File: src/rtl/sundial_pkg.sv
// Shared types for the shadow-length sequencing path: FSM states, operand widths
// and the per-frame measurement record.
package sundial_pkg;

    localparam int X_W    = 11;
    localparam int Y_W    = 10;
    localparam int MASS_W = 32;
    localparam int LEN_W  = 32;

    typedef enum logic [1:0] {
        IDLE,
        ISSUE,
        WAIT,
        ACCUM
    } state_t;

    typedef struct packed {
        logic [X_W-1:0]    x0;
        logic [Y_W-1:0]    y0;
        logic [X_W-1:0]    x;
        logic [Y_W-1:0]    y;
        logic [MASS_W-1:0] mass;
    } meas_t;

endpackage

File: src/rtl/length_avg.sv
// Block averager: sums 2^AVG_LOG2 accepted lengths and publishes the truncated
// mean with a one-cycle strobe; the published value holds until the next block.
module length_avg
    import sundial_pkg::*;
#(
    parameter int AVG_LOG2 = 2
) (
    input  logic             clk_in,
    input  logic             rst_in,
    input  logic             sample_valid_in,
    input  logic [LEN_W-1:0] sample_in,
    output logic [LEN_W-1:0] avg_out,
    output logic             avg_valid_out
);

    localparam int ACC_W = LEN_W + AVG_LOG2;
    localparam int CNT_W = (AVG_LOG2 > 0) ? AVG_LOG2 : 1;
    localparam logic [CNT_W-1:0] CNT_LAST = CNT_W'((1 << AVG_LOG2) - 1);

    logic [ACC_W-1:0] acc;
    logic [CNT_W-1:0] sample_cnt;
    logic [ACC_W-1:0] sum;

    // Extra AVG_LOG2 bits make the full block sum overflow-free.
    assign sum = acc + ACC_W'(sample_in);

    always_ff @(posedge clk_in or posedge rst_in) begin
        if (rst_in) begin
            acc           <= '0;
            sample_cnt    <= '0;
            avg_out       <= '0;
            avg_valid_out <= 1'b0;
        end else begin
            avg_valid_out <= 1'b0;
            if (sample_valid_in) begin
                if (sample_cnt == CNT_LAST) begin
                    avg_out       <= LEN_W'(sum >> AVG_LOG2);
                    avg_valid_out <= 1'b1;
                    acc           <= '0;
                    sample_cnt    <= '0;
                end else begin
                    acc        <= sum;
                    sample_cnt <= sample_cnt + 1'b1;
                end
            end
        end
    end

endmodule

File: src/rtl/length_sequencer.sv
// Captures one detector measurement per frame into a single pending slot and feeds
// it to the shared multi-cycle length unit, with timeout, drop counting and averaging.
//
//   state | meaning
//   IDLE  | waiting for a full slot; moves slot into operand registers
//   ISSUE | start pulse to the length unit, timer cleared
//   WAIT  | operands held, waiting for result or timeout
//   ACCUM | result handed to the averager
module length_sequencer
    import sundial_pkg::*;
#(
    parameter int AVG_LOG2       = 2,
    parameter int TIMEOUT_CYCLES = 4096,
    parameter int DROP_W         = 8
) (
    input  logic              clk_in,
    input  logic              rst_in,
    input  logic              frame_done_in,
    input  logic [X_W-1:0]    x0_in,
    input  logic [Y_W-1:0]    y0_in,
    input  logic [X_W-1:0]    x_in,
    input  logic [Y_W-1:0]    y_in,
    input  logic [MASS_W-1:0] mass_in,
    output logic              len_valid_out,
    output logic [X_W-1:0]    len_x0_out,
    output logic [Y_W-1:0]    len_y0_out,
    output logic [X_W-1:0]    len_x_out,
    output logic [Y_W-1:0]    len_y_out,
    output logic [MASS_W-1:0] len_mass_out,
    input  logic [LEN_W-1:0]  len_length_in,
    input  logic              len_valid_in,
    output logic [LEN_W-1:0]  avg_length_out,
    output logic              avg_valid_out,
    output logic              busy_out,
    output logic              timeout_out,
    output logic [DROP_W-1:0] drop_count_out
);

    localparam int TMR_W = (TIMEOUT_CYCLES > 1) ? $clog2(TIMEOUT_CYCLES) : 1;
    localparam logic [TMR_W-1:0] TMR_LAST = TMR_W'(TIMEOUT_CYCLES - 1);

    state_t           state;
    meas_t            slot;
    logic             slot_full;
    logic [TMR_W-1:0] timer;
    logic [LEN_W-1:0] length_q;
    logic             drain;
    logic             capture;
    logic             drop;
    logic             sample_valid;

    // A slot being drained this cycle can accept the next frame without loss.
    assign drain   = (state == IDLE) && slot_full;
    assign capture = frame_done_in && (mass_in != '0) && (!slot_full || drain);
    assign drop    = frame_done_in && (mass_in != '0) && slot_full && !drain;

    assign busy_out     = (state != IDLE);
    assign sample_valid = (state == ACCUM);

    always_ff @(posedge clk_in or posedge rst_in) begin
        if (rst_in) begin
            slot_full      <= 1'b0;
            slot           <= '0;
            drop_count_out <= '0;
        end else begin
            if (capture) begin
                slot_full <= 1'b1;
                slot      <= {x0_in, y0_in, x_in, y_in, mass_in};
            end else if (drain) begin
                slot_full <= 1'b0;
            end
            if (drop && (drop_count_out != '1)) begin
                drop_count_out <= drop_count_out + 1'b1;
            end
        end
    end

    always_ff @(posedge clk_in or posedge rst_in) begin
        if (rst_in) begin
            state         <= IDLE;
            len_valid_out <= 1'b0;
            len_x0_out    <= '0;
            len_y0_out    <= '0;
            len_x_out     <= '0;
            len_y_out     <= '0;
            len_mass_out  <= '0;
            timeout_out   <= 1'b0;
            timer         <= '0;
            length_q      <= '0;
        end else begin
            len_valid_out <= 1'b0;
            timeout_out   <= 1'b0;
            case (state)
                IDLE: begin
                    if (slot_full) begin
                        len_x0_out    <= slot.x0;
                        len_y0_out    <= slot.y0;
                        len_x_out     <= slot.x;
                        len_y_out     <= slot.y;
                        len_mass_out  <= slot.mass;
                        len_valid_out <= 1'b1;
                        state         <= ISSUE;
                    end
                end
                ISSUE: begin
                    timer <= '0;
                    state <= WAIT;
                end
                WAIT: begin
                    // A result arriving on the last allowed cycle still wins over the timeout.
                    if (len_valid_in) begin
                        length_q <= len_length_in;
                        state    <= ACCUM;
                    end else if (timer == TMR_LAST) begin
                        timeout_out <= 1'b1;
                        state       <= IDLE;
                    end else begin
                        timer <= timer + 1'b1;
                    end
                end
                ACCUM: begin
                    state <= IDLE;
                end
                default: begin
                    state <= IDLE;
                end
            endcase
        end
    end

    length_avg #(
        .AVG_LOG2(AVG_LOG2)
    ) u_length_avg (
        .clk_in         (clk_in),
        .rst_in         (rst_in),
        .sample_valid_in(sample_valid),
        .sample_in      (length_q),
        .avg_out        (avg_length_out),
        .avg_valid_out  (avg_valid_out)
    );

endmodule
File: config.mk
export PLATFORM = sky130hd
export DESIGN_NAME = length_sequencer
export DESIGN_NICKNAME = d
export VERILOG_FILES = /design/src/rtl/sundial_pkg.sv /design/src/rtl/length_avg.sv /design/src/rtl/length_sequencer.sv
export SDC_FILE = /design/constraint.sdc
export NUM_CORES = 1
export LEC_CHECK = 0
export ABC_CLOCK_PERIOD_IN_PS = 15450
export CAP_MARGIN = 20
export CORE_MARGIN = 4
export CORE_UTILIZATION = 40
export CTS_BUF_LIST = sky130_fd_sc_hd__clkbuf_2 sky130_fd_sc_hd__clkbuf_4 sky130_fd_sc_hd__clkbuf_8
export CTS_CLUSTER_DIAMETER = 50
export DETAILED_ROUTE_END_ITERATION = 8
export PLACE_DENSITY = 0.61
export SLEW_MARGIN = 20
export SYNTH_ARGS = -nofsm -noshare
export SYNTH_HDL_FRONTEND = slang
export SYNTH_SLANG_ARGS = --single-unit
File: constraint.sdc
create_clock -name clk_in -period 15.45 [get_ports clk_in]
set_clock_uncertainty 0.1 [all_clocks]
set_input_delay 2.3175 -clock clk_in [delete_from_list [all_inputs] [get_ports clk_in]]
set_output_delay 2.3175 -clock clk_in [all_outputs]
set_load 0.01 [all_outputs]
* After elaboration in Yosys (flattened, before gate mapping)
Index checks and enable logic that the tools add are counted.
** Cells by class
- Add/subtract/negate cells :: 4
- Eq/ne operators :: 10
- Muxes and demuxes :: 18
- Reduce and logical (&&, ||, !) cells :: 19
** Operators with widths (count)
- adder 34 x 32 -> 34 bit :: 1
- 2-to-1 mux 34 bit :: 1
- nonzero test 32 bit :: 1
- 2-to-1 mux 12 bit :: 2
- one-hot mux 12 bit (2 select lines) :: 1
- adder 12 x 1 -> 12 bit, second input constant :: 1
- == test 12 bit, second input constant :: 1
- 2-to-1 mux 1 bit :: 9
- adder 8 x 1 -> 8 bit, second input constant :: 1
- 2-to-1 mux 2 bit :: 4
- != test 8 bit, second input constant :: 1
- one-hot mux 2 bit (4 select lines) :: 1
- AND reduction 2 bit :: 4
- == test 2 bit, second input constant :: 3
- logical AND 1 bit :: 6
- != test 2 bit, second input constant :: 3
- nonzero test 2 bit :: 3
- != test 3 bit, second input constant :: 1
- AND reduction 3 bit :: 1
- adder 2 x 1 -> 2 bit, second input constant :: 1
- == test 2 x 1 -> 1 bit, second input constant :: 1
- zero test 1 bit :: 2
- zero test 2 bit :: 1
- logical OR 1 bit :: 1
** Word-level totals
- Register bits after elaboration :: 274
- Output and inout port bits :: 118

* Logic depth before layout (Yosys ltp)
Gate-level depths: netlist of the first run.
- Depth after elaboration :: 5
- Mapped depth :: 13

* Cells and area by module
Synthesis of the first run repeated with hierarchy kept, for this count alone.
** Unflattened totals
- Cell total of the unflattened synthesis :: 1000
- Area, all modules :: 12574.6 sq um
** Modules (own cells, without submodules)
- length_sequencer :: times used 1, cells each 519, area each 8296.7 sq um, seq. area each 5129.9 sq um
- length_avg :: times used 1, cells each 481, area each 4277.9 sq um, seq. area each 1726.7 sq um

* Worst setup path before layout of the first run
No wires, ideal clock.
- Path kind :: input to register
- Start point :: input mass_in[24]
- End point :: register slot[0] (netlist name)
- Library setup time :: 125 ps
- Data arrival time :: 4070 ps
- Path slack :: 11155 ps
- Stages :: 7
- Buffers on the path :: 2
- Path through :: nor4_1 nand4_1 o21ai_0 nand2b_1 clkbuf_1 clkbuf_1 mux2_2
** On the way
- Word-level cells in the longest chain between the ends :: 3
** RTL lines
- from (decl) :: RTL line length_sequencer.sv:23 : input logic [MASS_W-1:0] mass_in,
- nonzero test 32 bit :: RTL line length_sequencer.sv:54 : assign capture = frame_done_in && (mass_in != '0) && (!slot_full || drain);
- logical AND 1 bit (2 in a row) :: RTL line length_sequencer.sv:54
- to (signal assigned) :: RTL line length_sequencer.sv:68 : slot <= {x0_in, y0_in, x_in, y_in, mass_in};
- to (decl) :: RTL line length_sequencer.sv:43 : meas_t slot;
Every way passes these cells.
A chain may end at the register's enable or synchronous reset.

* Worst setup path in the final report of the first run
- Start point :: input mass_in[0]
- End point :: register slot[46] (netlist name)
The elaborated chain is that of the path after synthesis.

==> results of run 1 <==
state kept, by name (all words and copies together), names as in the netlist:
register                    flops
len_x_out                      11
timeout_out                     1
timer                          12
len_y_out                      10
length_q                       32
u_length_avg.avg_out           32
len_mass_out                   32
state                           2
drop_count_out                  8
slot                           74
u_length_avg.sample_cnt         2
len_x0_out                     11
slot_full                       1
len_valid_out                   1
u_length_avg.acc               34
u_length_avg.avg_valid_out      1
len_y0_out                     10
logic make-up after synthesis:
kind of cell	share of synthesized area [%]
AO/OA/AOI/OAI	8.68
XOR/XNOR	3.25
adder cells (fa/ha/maj)	3.86
buffers and inverters	1.58
flip-flops	57.9
multiplexers	17.7
AND/OR/NAND/NOR	7.08
power groups by stage:
stage          Clock, µW  Combinational, µW  Sequential [µW]
3_5_place_dp           0               1650             1270
2_1_floorplan          0               1020             1290
4_1_cts              781               1660             1260
5_1_grt              815               1810             1300
3_3_place_gp           0               1630             1260
6_report             751               1640             1260
final timing paths:
kind / from / to / slack, ns
worst max register to register: length_q[1] / u_length_avg.acc[33] / 12.12
min in group asynchronous: rst_in / slot[53] / 2.10
max in group asynchronous: rst_in / len_mass_out[15] / 11.10
worst min-delay path: u_length_avg.avg_out[17] / u_length_avg.avg_out[17] / 0.37
worst max-delay path: mass_in[0] / slot[46] / 10.57
worst min register to register: u_length_avg.avg_out[17] / u_length_avg.avg_out[17] / 0.37
per-stage QoR:
stage | hold WS, ns | util (%) | instance area [µm²] | instances
floorplan | 0.353 | - | 11900 | 934
global placement | 0.361 | 50.3 | 14500 | 1516
detailed placement | 0.370 | 50.3 | 14500 | 1516
CTS | 0.384 | 54.2 | 15700 | 1607
global route | 0.401 | 54.3 | 15700 | 1608
finish | 0.375 | 54.3 | 15700 | 1608
worst reg2reg max path, cell delays in order, from the launching register on:
cell,delay (ns)
dfrtp_1,0.39
ha_1,0.31
a21oi_2,0.17
o2111ai_2,0.21
o311ai_2,0.41
a21oi_2,0.14
a2111oi_4,0.49
o41ai_2,0.19
a221o_1,0.37
nand2_2,0.11
nor3_1,0.05
a221o_1,0.27
cell usage in the layout, fill, tap and decap left out, drive strengths merged, types with 2 or more instances in the layout:
cell           count
a21boi             3
a21o              17
a21oi             31
a221o              3
a22o               7
a31oi              9
and2               4
and3               4
buf                7
bufinv             2
clkbuf            80
clkdlybuf4s50    227
clkinv             7
dfrtp            274
ha                35
inv               17
mux2             186
nand2             99
nand2b             5
nand3             11
nand3b             2
nand4              8
nor2              27
nor2b              6
nor3               4
nor4               8
o21ai             66
o21bai             3
o31ai              5
o41ai              2
or2                2
or3                2
xnor2             23
xor2              21
synthesized netlist by cell type, types with 8 or more instances:
cell type | n | area [µm²]
ha_1 | 35 | 438
mux2_2 | 186 | 2090
xnor2_1 | 23 | 201
clkbuf_1 | 33 | 124
nor2_1 | 27 | 101
dfrtp_1 | 274 | 6860
a21oi_1 | 28 | 140
xor2_1 | 21 | 184
a21o_1 | 17 | 128
nand2_1 | 98 | 368
o21ai_0 | 63 | 315
nor4_1 | 8 | 50.1
a31oi_1 | 9 | 56.3
nand4_1 | 8 | 50.1
nand3_1 | 11 | 55.1
inv_1 | 14 | 52.6
routing by layer:
metal  part of all wire, %  global-route usage, %
met5                  0.25                      0
met4                   2.2                   4.60
met3                    11                   9.10
met2                    43                   25.8
met1                    43                   21.6
final cells by class:
type | instances | area (µm²)
Timing Repair Buffer | 234 | 2340
Tap cell | 384 | 480
Sequential cell | 274 | 6860
Fill cell | 2528 | 13200
Inverter | 15 | 63.8
Multi-Input combinational cell | 610 | 4830
Clock inverter | 11 | 119
Clock buffer | 80 | 1010
==> metrics.yaml, run 1 <==
finalSetupTns_ns: 0
cts_resized: 0
async_flop_share_pct: 100
max_slew_margin_pct: 30.3
ys.flop_type: "dfrtp_1"
cts_root_buf: "clkbuf_8"
drv_cap: 0
diodes: 0
crit_family: "simple AND/OR/NAND/NOR gates"
ys_warn_count: 0
yosysSeqAreaShare_pct: 57.9
drive_gt1_share_pct: 24.6
dr.pass1.iters: 4
period_minus_slack_ns: 4.88
ant_nets: 0
grt_pass1_wl_mm: 45.8
worstRegToRegCells: 11
p_switching_uw: 1260
worst-path-buf-inv: 1
slowest_stage: "nand2b_4"
postCtsSetupBuffers: 0
sw_frac_of_total_pct: 34.7
num_rows: 62
htree_levels: 2
cts_tree: "built"
p_per_area_nw_per_um2: 232
syn_inst: 934
arrival_ns: 5.23
status: "complete, no violations"
drtIter0Drc: 325
hold_path.class: "reg2reg"
maxSlewViolCount: 0
place_ws_ns: 9.98
drc_errors: 0
cpPeakStageDelay_ns: 0.92
fin_crit_sh_pct: 31.6
holdPathStages: 2
finalPower_uw: 3650
via_count: 8042
finalSetupViolCount: 0
rsz0062_at_grt: "false"
die_h_um: 180
seq_power_share_pct: 34.5
die_w_um: 180
syn_area_um2: 11900
max_freq_mhz: 205
critPathLaunchType: "input pin"
io_buffers: 227
p_comb_share_pct: 44.9
leakage_uw: 0.00689
tightestPinTransition_ns: 1.05
area_growth_pct: 32.5
power_frac_clock_pct: 20.6
worstSetupPathDepth: 6
synth.avg_cell_area_um2: 12.7
first_global_vias: 8617
worstSetupPathType: "in2reg"
dieArea_um2: 32400
grt_start_max_net_pins: 141
crit_chain: "clkdlybuf4s50_1 -> nor4_1 -> nand4_1 -> o21ai_0 -> nand2b_4 -> mux2_2"
numClockSinks: 274
grt_usage_pct: 17.1
detailed_place_hpwl_mm: 18.9
antenna_found_initial: 5
top_level_ports: 228
drt-wirelength-per-cell_um: 17.1
worst_skew_pair.late_latency_ns: 0.56
place_congestion: 0.813
avgViaCountPerCell: 5.00
ir_worst_vdd_mv: 0.0964
cp-end-kind: "flip-flop"
ys_seq_elements: 274
synth-edff-count: 0
initial_core_util_pct: 41.0
wirelength_mm: 27.5
clk_pin_slew_ns: 0.06
syn_nets: 1080
critPathRequiredTime_ns: 15.79
clockBufferDepth: 3
core_um2: 28900
internal_power_uw: 2380
layout.nets: 1330
synth.distinct_cells: 53
cts_buffers: 49
crit_fanout: 74
hold_violations: 0
overflow: 0
setup_slack_ns: 10.57
holdBufCountCts: 0
(Power assumes the default switching activity.)
==> run 2, diff against run 1 <==
--- a/config.mk
+++ b/config.mk
@@ -5,14 +5,14 @@
 export SDC_FILE = /design/constraint.sdc
 export NUM_CORES = 1
 export LEC_CHECK = 0
-export ABC_CLOCK_PERIOD_IN_PS = 15450
+export ABC_CLOCK_PERIOD_IN_PS = 4350
 export CAP_MARGIN = 20
 export CORE_MARGIN = 4
 export CORE_UTILIZATION = 40
 export CTS_BUF_LIST = sky130_fd_sc_hd__clkbuf_2 sky130_fd_sc_hd__clkbuf_4 sky130_fd_sc_hd__clkbuf_8
 export CTS_CLUSTER_DIAMETER = 50
 export DETAILED_ROUTE_END_ITERATION = 8
-export PLACE_DENSITY = 0.61
+export PLACE_DENSITY = 0.64
 export SLEW_MARGIN = 20
 export SYNTH_ARGS = -nofsm -noshare
 export SYNTH_HDL_FRONTEND = slang
==> constraint.sdc (replaced) <==
create_clock -name clk_in -period 4.35 [get_ports clk_in]
set_clock_uncertainty 0.1 [all_clocks]
set_input_delay 0.6525 -clock clk_in [delete_from_list [all_inputs] [get_ports clk_in]]
set_output_delay 0.6525 -clock clk_in [all_outputs]
set_load 0.01 [all_outputs]
==> run 2 against run 1 <==
  * Combinational power increased to 3.6 times the previous value
  * Highest routed layer unchanged
  * Largest cell class unchanged
  * Global-route usage decreased by 0.096 points
  * Register-to-register slack got worse by 11 ns
  * Via count decreased by 0.55%
  * Worst setup slack got worse by 9.5 ns
  * Routed wire length increased by 1.0%
  * First-iteration DRC count increased by 6.5%
==> metrics.yaml, run 2 (synthesis gave the netlist of run 1 again) <==
reg2reg_slack_ns: 1.07
layout.nets: 1333
detailed_place_hpwl_mm: 19.2
drtIter0Drc: 346
cts_buffers: 49
io_buffers: 227
drv_cap: 0
maxSlewViolCount: 0
ir_worst_vdd_mv: 0.416
status: "complete, no violations"
hold_start: "u_length_avg.avg_out[16]"
place_congestion: 0.826
crit_end: "u_length_avg.acc[33]"
leakage_uw: 0.00686
postCtsSetupBuffers: 0
cts_tree: "built"
clk_pin_slew_ns: 0.06
drt-wirelength-per-cell_um: 17.3
via_count: 7998
clockBufferDepth: 3
final_cell_area_um2: 15700
reg2reg_to: "u_length_avg.acc[33]"
die_h_um: 180
grt_start_max_net_pins: 159
slowest_stage: "a2111oi_4"
dieArea_um2: 32400
overflow: 0
hold_violations: 0
drive_gt1_share_pct: 24.3
ant_nets: 0
arrival_ns: 3.62
grt_usage_pct: 17.0
reg2reg_from: "length_q[1]"
nFillCells: 2484
final_util_pct: 54.2
first_global_vias: 8509
drc_errors: 0
worstSetupPathType: "reg2reg"
holdBufCountCts: 0
crit_fanout: 4
fin_crit_sh_pct: 75.4
period_minus_slack_ns: 3.28
cp-startpoint: "length_q[1]"
cts_resized: 0
cpPeakStageDelay_ns: 0.48
crit_chain: "ha_1 -> a21oi_2 -> o2111ai_2 -> o311ai_2 -> a21oi_2 -> a2111oi_4 -> o41ai_2 -> a221o_1 -> nand2_2 -> nor3_1 -> a221o_1"
wirelength_mm: 27.8
initial_core_util_pct: 41.0
regMostFlops: "slot"
htree_levels: 2
final_cell_mix: "274 x dfrtp_1, 227 x clkdlybuf4s50_1, 186 x mux2_2"
top_level_ports: 228
max_slew_margin_pct: 37.3
max_freq_mhz: 305
critPathRequiredTime_ns: 4.69
worstRegToRegCells: 11
antenna_found_initial: 1
worst_skew_pair.late_latency_ns: 0.58
place_ws_ns: 0.597
numClockSinks: 274
placed_area_um2: 14600
area_growth_pct: 32.2
crit_family: "compound AO/OA/AOI/OAI gates"
dr.pass1.iters: 4
hold_path.class: "reg2reg"
p_per_area_nw_per_um2: 824
worstSetupPathDepth: 11
critPathLaunchType: "flip-flop"
core_um2: 28900
rsz0062_at_grt: "false"
worst-path-buf-inv: 0
final_common_cell: "dfrtp_1"
num_rows: 62
setup_slack_ns: 1.07
cp-end-kind: "flip-flop"
finalSetupViolCount: 0
cts_root_buf: "clkbuf_8"
largestRegisters: "slot: 74 flops, u_length_avg.acc: 34 flops"
largest_register_ffs: 74
avgViaCountPerCell: 4.98
die_w_um: 180
grt_pass1_wl_mm: 45.6
tightestPinTransition_ns: 0.941
-- run 2: changes by cell type in the layout (fill, tap and decap cells not counted), sizes merged --
cell,previous run,this run
clkbuf,80,74
bufinv,2,3
clkinvlp,0,3
clkinv,7,3
buf,7,10
diode,0,1
inv,17,16
-- run 2: worst min-delay path by stage --
stage,end,slack [ns],depth (start not counted)
global route,slot[6],0.41,1
CTS,u_length_avg.avg_out[16],0.38,2
finish,u_length_avg.avg_out[16],0.38,2
floorplan,u_length_avg.acc[15],0.35,2
detailed placement,u_length_avg.avg_out[18],0.37,2
global placement,u_length_avg.avg_out[17],0.36,2
-- run 2: power by group --
part           switching [µW]  internal [µW]  total (µW)
clock network            1070           1530        2600
registers                 696           3780        4480
logic                    2750           3090        5840
total                    4510           8400       12900
-- run 2: final cells by class --
type | instances | area (µm²) | area share, %
clock inverter | 10 | 143 | 0.910
tap | 384 | 480 | 3.07
sequential | 274 | 6860 | 43.8
clock buffer | 74 | 918 | 5.86
timing repair buffer | 237 | 2380 | 15.2
inverter | 15 | 60.1 | 0.383
antenna | 1 | 2.50 | 0.0160
multi-input combinational | 610 | 4830 | 30.8
-- run 2: per-stage QoR --
step	power, µW	std cells	setup TNS, ns	hold WS (ns)
after floorplan	8180	934	-7.09	0.353
after global routing	13900	1604	0	0.414
after global placement	10300	1520	0	0.363
final	12900	1605	0	0.376
after detailed placement	10400	1520	0	0.371
after CTS	13100	1604	0	0.384
-- run 2: per-layer routing --
layer | up-vias | track usage [%] | routed length [µm]
met2 | 220 | 26.7 | 12400
met3 | 48 | 7.87 | 2880
met5 | - | 0 | 12
met4 | 2 | 4.39 | 497
li1 | 3829 | - | -
met1 | 3899 | 21.4 | 12000
-- run 2: worst reg2reg max path: cells and delay by family, from the launching register on --
| kind | cells | cell delay, ns |
|---|---|---|
| flops | 1 | 0.40 |
| simple gates | 2 | 0.15 |
| fa+ha+maj | 1 | 0.31 |
| compound gates | 8 | 2.17 |
==> run 3, diff against run 2 <==
--- a/config.mk
+++ b/config.mk
@@ -5,14 +5,14 @@
 export SDC_FILE = /design/constraint.sdc
 export NUM_CORES = 1
 export LEC_CHECK = 0
-export ABC_CLOCK_PERIOD_IN_PS = 4350
+export ABC_CLOCK_PERIOD_IN_PS = 3400
 export CAP_MARGIN = 20
 export CORE_MARGIN = 4
 export CORE_UTILIZATION = 40
 export CTS_BUF_LIST = sky130_fd_sc_hd__clkbuf_2 sky130_fd_sc_hd__clkbuf_4 sky130_fd_sc_hd__clkbuf_8
 export CTS_CLUSTER_DIAMETER = 50
 export DETAILED_ROUTE_END_ITERATION = 8
-export PLACE_DENSITY = 0.64
+export PLACE_DENSITY = 0.61
 export SLEW_MARGIN = 20
 export SYNTH_ARGS = -nofsm -noshare
 export SYNTH_HDL_FRONTEND = slang
==> constraint.sdc (replaced) <==
create_clock -name clk_in -period 3.4 [get_ports clk_in]
set_clock_uncertainty 0.1 [all_clocks]
set_input_delay 0.51 -clock clk_in [delete_from_list [all_inputs] [get_ports clk_in]]
set_output_delay 0.51 -clock clk_in [all_outputs]
set_load 0.01 [all_outputs]
==> run 3 against run 2 <==
  * Power rose by 27%
  * Core utilization rose by 0.14 points
  * Clock power is 21% higher
  * Final cell count rose by 0.37%
  * First-iteration DRC count is 43% lower
  * Clock-buffer cell count is 6 higher
  * Register-to-register slack worse by 0.85 ns
  * Critical path depth grew 2
==> metrics.yaml, run 3 (synthesis gave the netlist of run 1 again) <==
die_h_um: 180
io_buffers: 227
placed_area_um2: 14700
worstSetupPathType: "reg2reg"
p_per_area_nw_per_um2: 1040
holdWs_ns: 0.291
holdBufCountCts: 0
postCtsSetupBuffers: 0
initial_core_util_pct: 41.0
clockBufferDepth: 3
drc_errors: 0
grt_usage_pct: 16.9
critPathLaunchType: "flip-flop"
period_minus_slack_ns: 3.18
finalSetupTns_ns: 0
top_level_ports: 228
regMostFlops: "slot"
final_cell_mix: "274 x dfrtp_1, 227 x clkdlybuf4s50_1, 186 x mux2_2"
avgViaCountPerCell: 5.00
place_ws_ns: 0.156
largestRegisters: "slot: 74 flops, u_length_avg.acc: 34 flops"
die_w_um: 180
worst_skew_pair.late_latency_ns: 0.57
power_frac_clock_pct: 19.2
htree_levels: 2
p_comb_share_pct: 46.0
detailed_place_hpwl_mm: 19.6
wirelength_mm: 27.9
tightestPinTransition_ns: 0.797
drv_cap: 0
core_um2: 28900
cts_root_buf: "clkbuf_8"
clk_pin_slew_ns: 0.06
ir_worst_vdd_mv: 0.536
drive_gt1_share_pct: 24.9
cts_tree: "built"
cts_buffers: 49
reg2reg_from: "length_q[0]"
grt_start_max_net_pins: 78
reg2reg_to: "u_length_avg.acc[30]"
internal_power_uw: 10600
largest_register_ffs: 74
arrival_ns: 3.52
crit_fanout: 3
crit_end: "u_length_avg.acc[30]"
place_congestion: 0.827
final_util_pct: 54.3
area_growth_pct: 32.6
via_count: 8047
max_freq_mhz: 315
num_rows: 62
hold_violations: 0
dr.pass1.iters: 4
diodes: 0
multiInputGateArea_um2: 4830
drtIter0Drc: 197
leakage_uw: 0.00688
hold_path.class: "in2async"
dieArea_um2: 32400
finalSetupViolCount: 0
layout.nets: 1337
status: "complete, no violations"
numClockSinks: 274
overflow: 0
final_cell_area_um2: 15700
nFillCells: 2533
rsz0062_at_grt: "false"
first_global_vias: 8533
seq_power_share_pct: 34.9
critPathRequiredTime_ns: 3.75
p_switching_uw: 5760
max_slew_margin_pct: 46.5
final-seq-area_um2: 6860
cp-startpoint: "length_q[0]"
reg2reg_slack_ns: 0.22
cp-end-kind: "flip-flop"
worstRegToRegCells: 13
fin_crit_sh_pct: 93.4
maxSlewViolCount: 0
drt-wirelength-per-cell_um: 17.3
antenna_found_initial: 2
setup_slack_ns: 0.224
ant_nets: 0
final_common_cell: "dfrtp_1"
sw_frac_of_total_pct: 35.2
grt_pass1_wl_mm: 45.4
## run 3: changes by cell type in the layout (fill, tap and decap cells not counted), sizes merged
cell,before,now
clkbuf,74,80
buf,10,14
bufinv,3,0
diode,1,0
## run 3: layout make-up
| type | instances | area share [%] |
|---|---|---|
| Clock buffer | 80 | 6.13 |
| Tap cell | 384 | 3.06 |
| Multi-Input combinational cell | 610 | 30.7 |
| Timing Repair Buffer | 241 | 15.7 |
| Inverter | 15 | 0.382 |
| Sequential cell | 274 | 43.6 |
| Clock inverter | 7 | 0.366 |
## run 3: worst min path at each step
| stage | startpoint | to | slack, ns | depth (start not counted) |
|---|---|---|---|---|
| after CTS | rst_in | slot_full | 0.26 | 2 |
| after global routing | rst_in | length_q[3] | 0.30 | 2 |
| after detailed placement | u_length_avg.avg_out[13] | u_length_avg.avg_out[13] | 0.37 | 2 |
| final | rst_in | length_q[3] | 0.29 | 2 |
| after floorplan | u_length_avg.acc[15] | u_length_avg.acc[15] | 0.35 | 2 |
| after global placement | u_length_avg.avg_out[27] | u_length_avg.avg_out[27] | 0.36 | 2 |
## run 3: timing repair
action,4_1_cts,5_1_grt
setup endpoints to repair,0,2
resized for setup,0,2
hold endpoints to repair,0,0
## run 3: metrics by stage
step | std cells | power, µW
final | 1611 | 16400
after global routing | 1611 | 17700
after CTS | 1611 | 16700
after detailed placement | 1524 | 13400
after global placement | 1524 | 13300
after floorplan | 934 | 10500
## run 3: power by group through the flow
stage	clock network, µW	registers, µW	logic (µW)
floorplan	0	5850	4610
global route	3410	5920	8330
detailed placement	0	5750	7620
CTS	3260	5730	7660
finish	3140	5720	7540
global placement	0	5710	7550
## run 3: routing by layer
layer | up-vias | part of all wire (%) | global-route usage [%]
li1 | 3834 | - | -
met1 | 3938 | 42 | 20.9
met2 | 222 | 44 | 26.4
met3 | 49 | 11 | 8.72
met4 | 4 | 1.9 | 4.42
met5 | - | 0.072 | 0
## run 3: critical path: stages, from the launching register on
cell and delay, ns:
dfrtp_1 0.38, ha_1 0.23, inv_1 0.07, fa_1 0.20, nor2b_1 0.05, o21ai_0 0.24
a21o_1 0.18, a21oi_1 0.09, o211ai_1 0.26, a311o_1 0.30, a21oi_2 0.10, o31a_1 0.25
or3_1 0.34, a32o_1 0.27
